### config.mk
export PLATFORM = sky130hd
export DESIGN_NAME = mul_unit_iter_flat
export DESIGN_NICKNAME = d
export VERILOG_FILES = /design/src/rtl/mul_unit_iter_pkg.sv /design/src/rtl/mul_unit_iter_if.sv /design/src/rtl/mul_unit_iter_sign_fix.sv /design/src/rtl/mul_unit_iter.sv /design/src/flat_wrapper.sv
export SDC_FILE = /design/constraint.sdc
export NUM_CORES = 1
export LEC_CHECK = 0
export CAP_MARGIN = 20
export CORE_UTILIZATION = 35
export CTS_CLUSTER_DIAMETER = 200
export CTS_CLUSTER_SIZE = 30
export DETAILED_ROUTE_END_ITERATION = 10
export SLEW_MARGIN = 20
export SYNTH_ARGS = -nofsm -noshare
export SYNTH_HDL_FRONTEND = slang
export SYNTH_SLANG_ARGS = --single-unit
### constraint.sdc
create_clock -name clk -period 5.8 [get_ports clk]
set_input_delay 1.16 -clock clk [delete_from_list [all_inputs] [get_ports clk]]
set_output_delay 1.16 -clock clk [all_outputs]
set_load 0.02 [all_outputs]
### src/rtl/mul_unit_iter_pkg.sv
// Shared definitions for the iterative RV32M multiplier: op encodings and FSM state codes.
package mul_unit_iter_pkg;

   localparam logic [1:0] MUL_OP_MUL    = 2'b00;
   localparam logic [1:0] MUL_OP_MULH   = 2'b01;
   localparam logic [1:0] MUL_OP_MULHSU = 2'b10;
   localparam logic [1:0] MUL_OP_MULHU  = 2'b11;

   localparam logic [1:0] ST_IDLE = 2'd0;
   localparam logic [1:0] ST_RUN  = 2'd1;
   localparam logic [1:0] ST_DONE = 2'd2;

endpackage

### src/rtl/mul_unit_iter_if.sv
// start_mul/done_mul handshake bundle between the EX-stage multiplier and its requester.
interface mul_unit_iter_if #(parameter int XLEN = 32);

   logic            start_mul;
   logic [1:0]      op;
   logic [XLEN-1:0] src_a;
   logic [XLEN-1:0] src_b;
   logic [4:0]      rd_in;
   logic            flush;
   logic            busy;
   logic            done_mul;
   logic [XLEN-1:0] result;
   logic [4:0]      rd_out;

   modport master (
      output start_mul, op, src_a, src_b, rd_in, flush,
      input  busy, done_mul, result, rd_out
   );

   modport slave (
      input  start_mul, op, src_a, src_b, rd_in, flush,
      output busy, done_mul, result, rd_out
   );

endinterface

### src/rtl/mul_unit_iter_sign_fix.sv
// Combinational sign handling: operand magnitudes and neg flag at accept,
// final two's-complement negate and word select at completion.
module mul_sign_fix
   import mul_unit_iter_pkg::*;
#(
   parameter int XLEN = 32
) (
   input  logic [1:0]        op,
   input  logic [XLEN-1:0]   src_a,
   input  logic [XLEN-1:0]   src_b,
   output logic [XLEN-1:0]   mag_a,
   output logic [XLEN-1:0]   mag_b,
   output logic              neg,
   input  logic [1:0]        res_op,
   input  logic              res_neg,
   input  logic [2*XLEN-1:0] acc,
   output logic [XLEN-1:0]   result
);

   // The most negative value negates onto itself, which read unsigned is exactly 2^(XLEN-1).
   function automatic logic [XLEN-1:0] abs_w(input logic signed [XLEN-1:0] v, input logic s);
      logic signed [XLEN-1:0] n;
      n = -v;
      return s ? n : v;
   endfunction

   function automatic logic [2*XLEN-1:0] neg_p(input logic [2*XLEN-1:0] v, input logic s);
      return s ? (~v + 1'b1) : v;
   endfunction

   logic            sa;
   logic            sb;
   logic [2*XLEN-1:0] prod;

   always_comb begin
      sa     = src_a[XLEN-1] & ((op == MUL_OP_MULH) | (op == MUL_OP_MULHSU));
      sb     = src_b[XLEN-1] & (op == MUL_OP_MULH);
      mag_a  = abs_w(src_a, sa);
      mag_b  = abs_w(src_b, sb);
      neg    = sa ^ sb;
      prod   = neg_p(acc, res_neg);
      result = (res_op == MUL_OP_MUL) ? prod[XLEN-1:0] : prod[2*XLEN-1:XLEN];
   end

endmodule

### src/rtl/mul_unit_iter.sv
// Iterative radix-2 shift-add multiplier for RV32M MUL/MULH/MULHSU/MULHU.
// Optional build macro: MUL_EARLY_OUT_EN ends RUN once the multiplier is exhausted.
module mul_unit_iter
   import mul_unit_iter_pkg::*;
#(
   parameter int XLEN = 32
) (
   input logic        clk,
   input logic        rst,
   mul_unit_iter_if.slave bus
);

   localparam int CNT_W = $clog2(XLEN);

   logic [1:0]        state;
   logic [1:0]        state_next;
   logic [CNT_W-1:0]  cnt;
   logic [2*XLEN-1:0] acc;
   logic [2*XLEN-1:0] acc_next;
   logic [2*XLEN-1:0] mcand;
   logic [XLEN-1:0]   mplier;
   logic [XLEN-1:0]   mplier_next;
   logic [1:0]        op_q;
   logic              neg_q;
   logic [4:0]        rd_q;
   logic [XLEN-1:0]   result_q;
   logic [4:0]        rd_out_q;
   logic [XLEN-1:0]   mag_a;
   logic [XLEN-1:0]   mag_b;
   logic              neg;
   logic [XLEN-1:0]   fixed_result;
   logic              accept;
   logic              last;

   mul_sign_fix #(.XLEN(XLEN)) u_sign_fix (
      .op      (bus.op),
      .src_a   (bus.src_a),
      .src_b   (bus.src_b),
      .mag_a   (mag_a),
      .mag_b   (mag_b),
      .neg     (neg),
      .res_op  (op_q),
      .res_neg (neg_q),
      .acc     (acc_next),
      .result  (fixed_result)
   );

   always_comb begin
      accept      = ((state == ST_IDLE) || (state == ST_DONE)) && bus.start_mul && !bus.flush;
      acc_next    = mplier[0] ? (acc + mcand) : acc;
      mplier_next = mplier >> 1;
      last        = (cnt == CNT_W'(XLEN - 1));
`ifdef MUL_EARLY_OUT_EN
      last        = last || (mplier_next == '0);
`endif
      state_next  = state;
      case (state)
         ST_IDLE: if (accept) state_next = ST_RUN;
         ST_RUN: begin
            if (bus.flush)  state_next = ST_IDLE;
            else if (last)  state_next = ST_DONE;
         end
         ST_DONE: state_next = accept ? ST_RUN : ST_IDLE;
         default: state_next = ST_IDLE;
      endcase
   end

   // Control and architecturally visible outputs
   always_ff @(posedge clk) begin
      if (rst) begin
         state    <= ST_IDLE;
         cnt      <= '0;
         result_q <= '0;
         rd_out_q <= '0;
      end else begin
         state <= state_next;
         if (accept)
            cnt <= '0;
         else if (state == ST_RUN)
            cnt <= cnt + CNT_W'(1);
         // A flushed final iteration must leave the previous result visible.
         if ((state == ST_RUN) && last && !bus.flush) begin
            result_q <= fixed_result;
            rd_out_q <= rd_q;
         end
      end
   end

   // Shift-add datapath, loaded on accept and advanced once per RUN cycle
   always_ff @(posedge clk) begin
      if (accept) begin
         op_q   <= bus.op;
         rd_q   <= bus.rd_in;
         neg_q  <= neg;
         acc    <= '0;
         mcand  <= {{XLEN{1'b0}}, mag_a};
         mplier <= mag_b;
      end else if (state == ST_RUN) begin
         acc    <= acc_next;
         mcand  <= mcand << 1;
         mplier <= mplier_next;
      end
   end

   assign bus.busy     = (state == ST_RUN);
   assign bus.done_mul = (state == ST_DONE) && !bus.flush;
   assign bus.result   = result_q;
   assign bus.rd_out   = rd_out_q;

endmodule

### src/flat_wrapper.sv
// flat-port wrapper written by rule: the top's interface ports become plain ports
module mul_unit_iter_flat import mul_unit_iter_pkg::*;
#(
   parameter int XLEN = 32
)
  (clk, rst, bus_start_mul, bus_op, bus_src_a, bus_src_b, bus_rd_in, bus_flush, bus_busy, bus_done_mul, bus_result, bus_rd_out);
  mul_unit_iter_if #(.XLEN(XLEN)) bus_i ();
  input logic clk;
  input logic rst;
  input wire logic [$bits(bus_i.start_mul)-1:0] bus_start_mul;
  input wire logic [$bits(bus_i.op)-1:0] bus_op;
  input wire logic [$bits(bus_i.src_a)-1:0] bus_src_a;
  input wire logic [$bits(bus_i.src_b)-1:0] bus_src_b;
  input wire logic [$bits(bus_i.rd_in)-1:0] bus_rd_in;
  input wire logic [$bits(bus_i.flush)-1:0] bus_flush;
  output wire logic [$bits(bus_i.busy)-1:0] bus_busy;
  output wire logic [$bits(bus_i.done_mul)-1:0] bus_done_mul;
  output wire logic [$bits(bus_i.result)-1:0] bus_result;
  output wire logic [$bits(bus_i.rd_out)-1:0] bus_rd_out;
  assign bus_i.start_mul = bus_start_mul;
  assign bus_i.op = bus_op;
  assign bus_i.src_a = bus_src_a;
  assign bus_i.src_b = bus_src_b;
  assign bus_i.rd_in = bus_rd_in;
  assign bus_i.flush = bus_flush;
  assign bus_busy = bus_i.busy;
  assign bus_done_mul = bus_i.done_mul;
  assign bus_result = bus_i.result;
  assign bus_rd_out = bus_i.rd_out;
  mul_unit_iter #(.XLEN(XLEN)) u_core (.clk(clk), .rst(rst), .bus(bus_i));
endmodule
# --- After elaboration in Yosys (flattened, before gate mapping) ---
# Cells that the tools add are included.
word_totals:
  word_cells: 54
  inputBits: 75
  out_inout_bits: 39
  regBits: 212
classes:
  n_bitwise: 5
  addsub: 5
  n_reduce_logical: 12
  mux: 14
  eq_ne: 7
ops:
  columns: ["op", "count"]
  rows:
  - ["$mux 32", 7]
  - ["$mux 64", 2]
  - ["$add 64x1->64 const B", 1]
  - ["$add 64x64->64", 1]
  - ["$neg 32->32", 2]
  - ["$not 64->64", 1]
  - ["$mux 2", 3]
  - ["$pmux 2 s3", 1]
  - ["$add 5x1->5 const B", 1]
  - ["$eq 5x5->1 const B", 1]
  - ["$logic_and 1x1->1", 5]
  - ["$eq 2x1->1 const B", 2]
  - ["$eq 2x2->1 const B", 2]
  - ["$logic_not 2->1", 2]
  - ["$ne 3x2->1 const B", 1]
  - ["$and 1x1->1", 2]
  - ["$ne 2x1->1 const B", 1]
  - ["$reduce_and 2->1", 1]
  - ["$reduce_bool 2->1", 1]
  - ["$reduce_or 2->1", 1]
  - ["$logic_not 1->1", 1]
  - ["$logic_or 1x1->1", 1]
  - ["$mux 1", 1]
  - ["$or 1x1->1", 1]
  - ["$xor 1x1->1", 1]

# --- Longest topological paths before layout ---
depth:
  depth_word: 6
  mapped_depth: 17
  ltp_nobuf: 15

# --- By module ---
# A second synthesis with hierarchy kept.
hier_totals:
  hier_cells: 1962
  area_unflattened_um2: 15577.4
by_module_without_submodules:
  columns: ["mod", "n_inst", "area_per_inst_um2", "seq_area_each_um2", "cells_each"]
  rows:
  - ["mul_unit_iter", 1, 12179.2, 4964.8, 1431]
  - ["mul_sign_fix", 1, 3398.3, 0.0, 531]

# --- Least setup slack after synthesis ---
# OpenSTA, ideal clock, no wires.
synth_path:
  kind: "register to register"
  from: "register u_core.mcand[0]"
  to: "register u_core.result_q[27] (netlist: u_core.bus.result[27])"
  period_less_slack_ns: 4.112
  required_ns: 5.731
  arrival_ns: 4.043
  setup_slack_ns: 1.688
  path_buffers: 1
  setup_ns: 0.069
  stages_incl_launch_ff: 17
  path_cell_list: "edfxtp_1 > ha_1 > inv_1 > fa_1 > nand2b_1 > a21oi_4 > o21ba_2 > o211ai_1 > a2111oi_4 > o21ai_1 > a31oi_1 > nand3_2 > or4_4 > buf_6 > nor4b_2 > mux2_1 > o21ai_1"
synth_via:
  elab_chain_len: 6
synth_rtl:
  columns: ["item", "line_no", "source"]
  rows:
  - ["start: declaration", "mul_unit_iter.sv:20", "logic [2*XLEN-1:0] mcand;"]
  - ["start signal: assignment", "mul_unit_iter.sv:96", "mcand <= {{XLEN{1'b0}}, mag_a};"]
  - ["start signal: assignment", "mul_unit_iter.sv:100", "mcand <= mcand << 1;"]
  - ["$add 64x64->64 *", "mul_unit_iter.sv:50", "acc_next = mplier[0] ? (acc + mcand) : acc;"]
  - ["$mux 64 *", "mul_unit_iter.sv:50", null]
  - ["$not 64->64", "mul_unit_iter_sign_fix.sv:28", "return s ? (~v + 1'b1) : v;"]
  - ["$add 64x1->64", "mul_unit_iter_sign_fix.sv:28", null]
  - ["$mux 64 *", "mul_unit_iter_sign_fix.sv:28", null]
  - ["$mux 32 *", "mul_unit_iter_sign_fix.sv:42", "result = (res_op == MUL_OP_MUL) ? prod[XLEN-1:0] : prod[2*XLEN-1:XLEN];"]
  - ["end signal: assignment", "mul_unit_iter.sv:83", "result_q <= fixed_result;"]
  - ["end: declaration", "mul_unit_iter.sv:26", "logic [XLEN-1:0] result_q;"]
# Every way passes the cells marked *; elsewhere a longest branch is shown, timed or not.
# A chain may end at the register's enable or synchronous reset.

# --- Worst setup path in the final report ---
layout_path:
  from: "register u_core.mcand[0]"
  to: "register u_core.result_q[31] (netlist: u_core.bus.result[31])"
# Same word-level chain as after synthesis.

==> flow_summary.rst <==
.. list-table::
   :header-rows: 1

   * - Metric
     - Value
   * - Width of the chip
     - between 200 and 250 um
   * - Final critical delay including setup and external delays
     - between 5 and 6 ns
   * - Nets in the synthesized netlist
     - roughly 2,300
   * - Sum of net half-perimeters after detailed placement
     - about 50 mm
   * - Antenna violations before repair
     - 2
   * - Highest clock rate
     - about 0.19 GHz
   * - Async set-or-reset flop fraction in the synthesized netlist
     - 0%
   * - Std-Cell Core Area
     - between 40,000 and 50,000 um^2
   * - Worst-Margin Slew
     - slightly above 1 ns
   * - Pre-antenna DRT Iters
     - 6
   * - Critical path startpoint category
     - flip-flop
   * - Area of the die
     - around 50,000 um^2
   * - First-pass GRT wire length
     - between 90 and 100 mm
   * - # resized after CTS
     - 0
   * - Hold WC Path Type
     - reg -> reg
   * - Root buf cell
     - sky130_fd_sc_hd__clkbuf_16
   * - Avg Synthesized Cell Area
     - between 7 and 8 um^2
   * - DRC violations left
     - 0
   * - CTS tree
     - built
   * - Post-place setup slack
     - approximately 0.7 ns
   * - Share of the yosys chip area belonging to registers
     - between 20 and 30%
   * - Total clock buffers created by CTS
     - 11
   * - Area of combinational cells with multiple inputs
     - between 10,000 and 15,000 um^2
   * - Vias per std cell
     - about 6
   * - Number of unique standard cell types used by synthesis
     - roughly 110
   * - Ranking of synthesized cells by instance count
     - sky130_fd_sc_hd__nand2_1 (339), sky130_fd_sc_hd__o21ai_0 (244), sky130_fd_sc_hd__nor2_1 (175)
   * - Leakage
     - approximately 6.7 nW
   * - Slew HR
     - a little under a third
   * - Clock Sink Count
     - between 200 and 250
   * - Number of setup violations in the final report
     - 0
   * - Clock share of power
     - between 15 and 20%
   * - Die height
     - roughly 220 um
   * - Drt total wl
     - between 60 and 70 mm
   * - Total of max-cap violations
     - 0
   * - # fillers
     - just under 5,000
   * - Number of instances in the placed design
     - around 2,800
   * - Starting density of the core
     - 35.7%
   * - Worst Path Max Fanout
     - 8
   * - Worst-skew pair later-pin latency
     - around 0.5 ns
   * - Gate Count Post-Synth
     - about 2,200
   * - Portion of synthesized cell area occupied by the leading cell type
     - around 17%
   * - Seq cells post-synth
     - 212
   * - GR Util All Layers
     - 25.3%
   * - Post-CTS repair timing setup buffer count
     - 0
   * - Mean routed wirelength per cell
     - between 20 and 25 um
   * - Fraction of layout instances using a drive strength above 1
     - 5.77%
   * - Critical path class
     - reg -> reg
   * - Final cell utilization of the core
     - between 40% and 50%
   * - Port Buffer Count
     - ~110
   * - Number of routed nets with antenna violations
     - 0
   * - Setup crit end kind
     - flip-flop
   * - Number of failing hold endpoints at the final stage
     - 0
   * - Tot Pwr
     - about 4.6 mW
   * - Final slew viol count
     - 0
   * - Top-level I/O count
     - between 100 and 150
   * - Hold_buf cts
     - 0
   * - Largest cells by area after synthesis
     - sky130_fd_sc_hd__dfxtp_1 (17%), sky130_fd_sc_hd__edfxtp_1 (13%), sky130_fd_sc_hd__nand2_1 (7.6%)
   * - Required time of the critical path
     - 6.26 ns
   * - Largest vdd supply drop
     - approximately 0.00018 V
   * - Final estimated routing congestion in global placement
     - around 1
   * - Setup clock skew after layout
     - 0.0556 ns
   * - Number of global-route vias before repair
     - around 16,000
   * - Clock H-tree levels
     - 1
   * - EDFF count, synth
     - around 70
   * - Internal Dissipation
     - 2.68 mW
   * - Register area
     - roughly 5000 um^2
   * - Net Sw Frac
     - a little over two fifths
   * - Status
     - finished, final reports clean
   * - Drt first-iter violations
     - 1,582
   * - Part of the power in combinational logic
     - 42.0%
   * - Max Root-Sink Buffers
     - 3
   * - Pin count of the biggest net entering global routing
     - 101
   * - Biggest area consumer among synthesized cells
     - sky130_fd_sc_hd__dfxtp_1
   * - Post-placement cell area
     - around 18,000 um^2
   * - Final layout net count
     - 2,378
   * - Most common cell in the netlist
     - sky130_fd_sc_hd__nand2_1
   * - Clock-pin slew reported for the worst setup and hold paths after clock tree synthesis
     - 0.13 ns
   * - Final period utilization
     - between 90% and 100%
   * - Aggregate global routing overflow
     - 0
   * - Final non-filler cell total
     - about 2,800
   * - Unrepaired setup endpoints after global routing
     - false
   * - Final TNS setup
     - 0 ns
   * - Cell Rows
     - 79
   * - Final setup margin
     - 0.527 ns
   * - Count of yosys warnings during synthesis
     - 0
   * - Netlist Area Pre-Place
     - between 15,000 and 20,000 um^2
   * - Cell area power density
     - about 250 nW/um^2
   * - Proportion of power drawn by flip-flops and latches
     - 38.1%
   * - Crit path arrival time
     - 5.74 ns
   * - Via count
     - approximately 17,000
   * - Layout area overhead
     - 12.4%
   * - ANT cells
     - 0
   * - Flip-flop cell with the highest count after synthesis
     - sky130_fd_sc_hd__dfxtp_1
   * - Sw power
     - between 1.5 and 2 mW
   * - Final design instance area without fill
     - approximately 19,000 um^2
   * - Hold Worst Slack
     - roughly 0.46 ns
kinds of logic after synthesis:
kind of cell,count (synthesis),synth area share (%)
and+or+nand+nor,899,26.0
muxes,39,2.44
adders and majority gates,70,5.29
DFF,212,29.7
xor gates and xnor gates,103,5.40
AOI/OAI and AO/OA,705,27.2
buffers and inverters,156,3.86
placed cells by master, fill, tap and decap left out, types with 26 or more instances in the layout:
cell                              count
sky130_fd_sc_hd__nand2_1            338
sky130_fd_sc_hd__o21ai_0            244
sky130_fd_sc_hd__nor2_1             174
sky130_fd_sc_hd__a21oi_1            144
sky130_fd_sc_hd__dfxtp_1            140
sky130_fd_sc_hd__clkdlybuf4s50_1    113
sky130_fd_sc_hd__nand3_1             97
sky130_fd_sc_hd__edfxtp_1            72
sky130_fd_sc_hd__ha_1                69
sky130_fd_sc_hd__nor3_1              57
sky130_fd_sc_hd__xnor2_1             54
sky130_fd_sc_hd__xor2_1              49
sky130_fd_sc_hd__buf_4               49
sky130_fd_sc_hd__nand4_1             41
sky130_fd_sc_hd__mux2i_1             34
sky130_fd_sc_hd__a31oi_1             33
sky130_fd_sc_hd__nor4_1              30
sky130_fd_sc_hd__or3_1               28
sky130_fd_sc_hd__inv_1               26
sky130_fd_sc_hd__a211oi_1            26
area by class of cell:
| cell class | instances | share of cell area (%) |
|---|---|---|
| multi-input combinational | 1816 | 59.2 |
| clock buffer | 16 | 1.57 |
| clock inverter | 1 | 0.160 |
| sequential | 212 | 26.4 |
| inverter | 30 | 0.600 |
| timing repair buffer | 162 | 7.98 |
| tap | 607 | 4.04 |
sequential cells by signal, summed over array words and instances (netlist names):
signal / flops
u_core.acc: 64
u_core.mcand: 64
u_core.bus.result: 32
u_core.mplier: 32
u_core.bus.rd_out: 5
u_core.cnt: 5
u_core.rd_q: 5
u_core.op_q: 2
u_core.state: 2
u_core.neg_q: 1
power by group through the flow:
| stage | sequential, mW | clock (mW) | combinational (mW) |
|---|---|---|---|
| final | 1.77 | 0.926 | 1.95 |
| after global routing | 1.78 | 0.996 | 2.12 |
| after CTS | 1.77 | 0.950 | 1.92 |
| after detailed placement | 1.80 | 0 | 1.91 |
| after global placement | 1.80 | 0 | 1.90 |
| after floorplan | 1.76 | 0 | 1.32 |
worst max-delay path, stage by stage, from the launching register on:
cell	delay [ns]
sky130_fd_sc_hd__edfxtp_1	0.37
sky130_fd_sc_hd__ha_1	0.21
sky130_fd_sc_hd__inv_1	0.07
sky130_fd_sc_hd__fa_1	0.41
sky130_fd_sc_hd__nand2b_1	0.21
sky130_fd_sc_hd__a21oi_4	0.24
sky130_fd_sc_hd__o21ba_2	0.23
sky130_fd_sc_hd__o211ai_1	0.20
sky130_fd_sc_hd__a2111oi_4	0.62
sky130_fd_sc_hd__o21ai_1	0.11
sky130_fd_sc_hd__a31oi_1	0.67
sky130_fd_sc_hd__nand3_2	0.36
sky130_fd_sc_hd__nor4_4	0.69
sky130_fd_sc_hd__nand3_1	0.19
sky130_fd_sc_hd__or4_1	0.55
sky130_fd_sc_hd__nand3_1	0.09
per-layer routing:
metal  global-route usage, %  share of wire [%]  vias to the layer above  wire (um)
li1                        -                  -                     8206          -
met1                    32.4                 43                     8133      26800
met2                    42.1                 46                      546      29100
met3                    4.48                6.8                      125       4290
met4                    9.95                4.2                        4       2670
met5                       0              0.035                        -         22
worst paths after layout:
| path | depth (start not counted) | end | startpoint | slack, ns |
|---|---|---|---|---|
| setup / recovery | 15 | u_core.bus.result[31] | u_core.mcand[0] | 0.53 |
| hold / removal | 2 | u_core.bus.rd_out[4] | u_core.bus.rd_out[4] | 0.46 |
| setup reg to reg | 15 | u_core.bus.result[31] | u_core.mcand[0] | 0.53 |
| hold reg to reg | 2 | u_core.bus.rd_out[4] | u_core.bus.rd_out[4] | 0.46 |
Note: power is estimated with default switching activity, not from simulation.
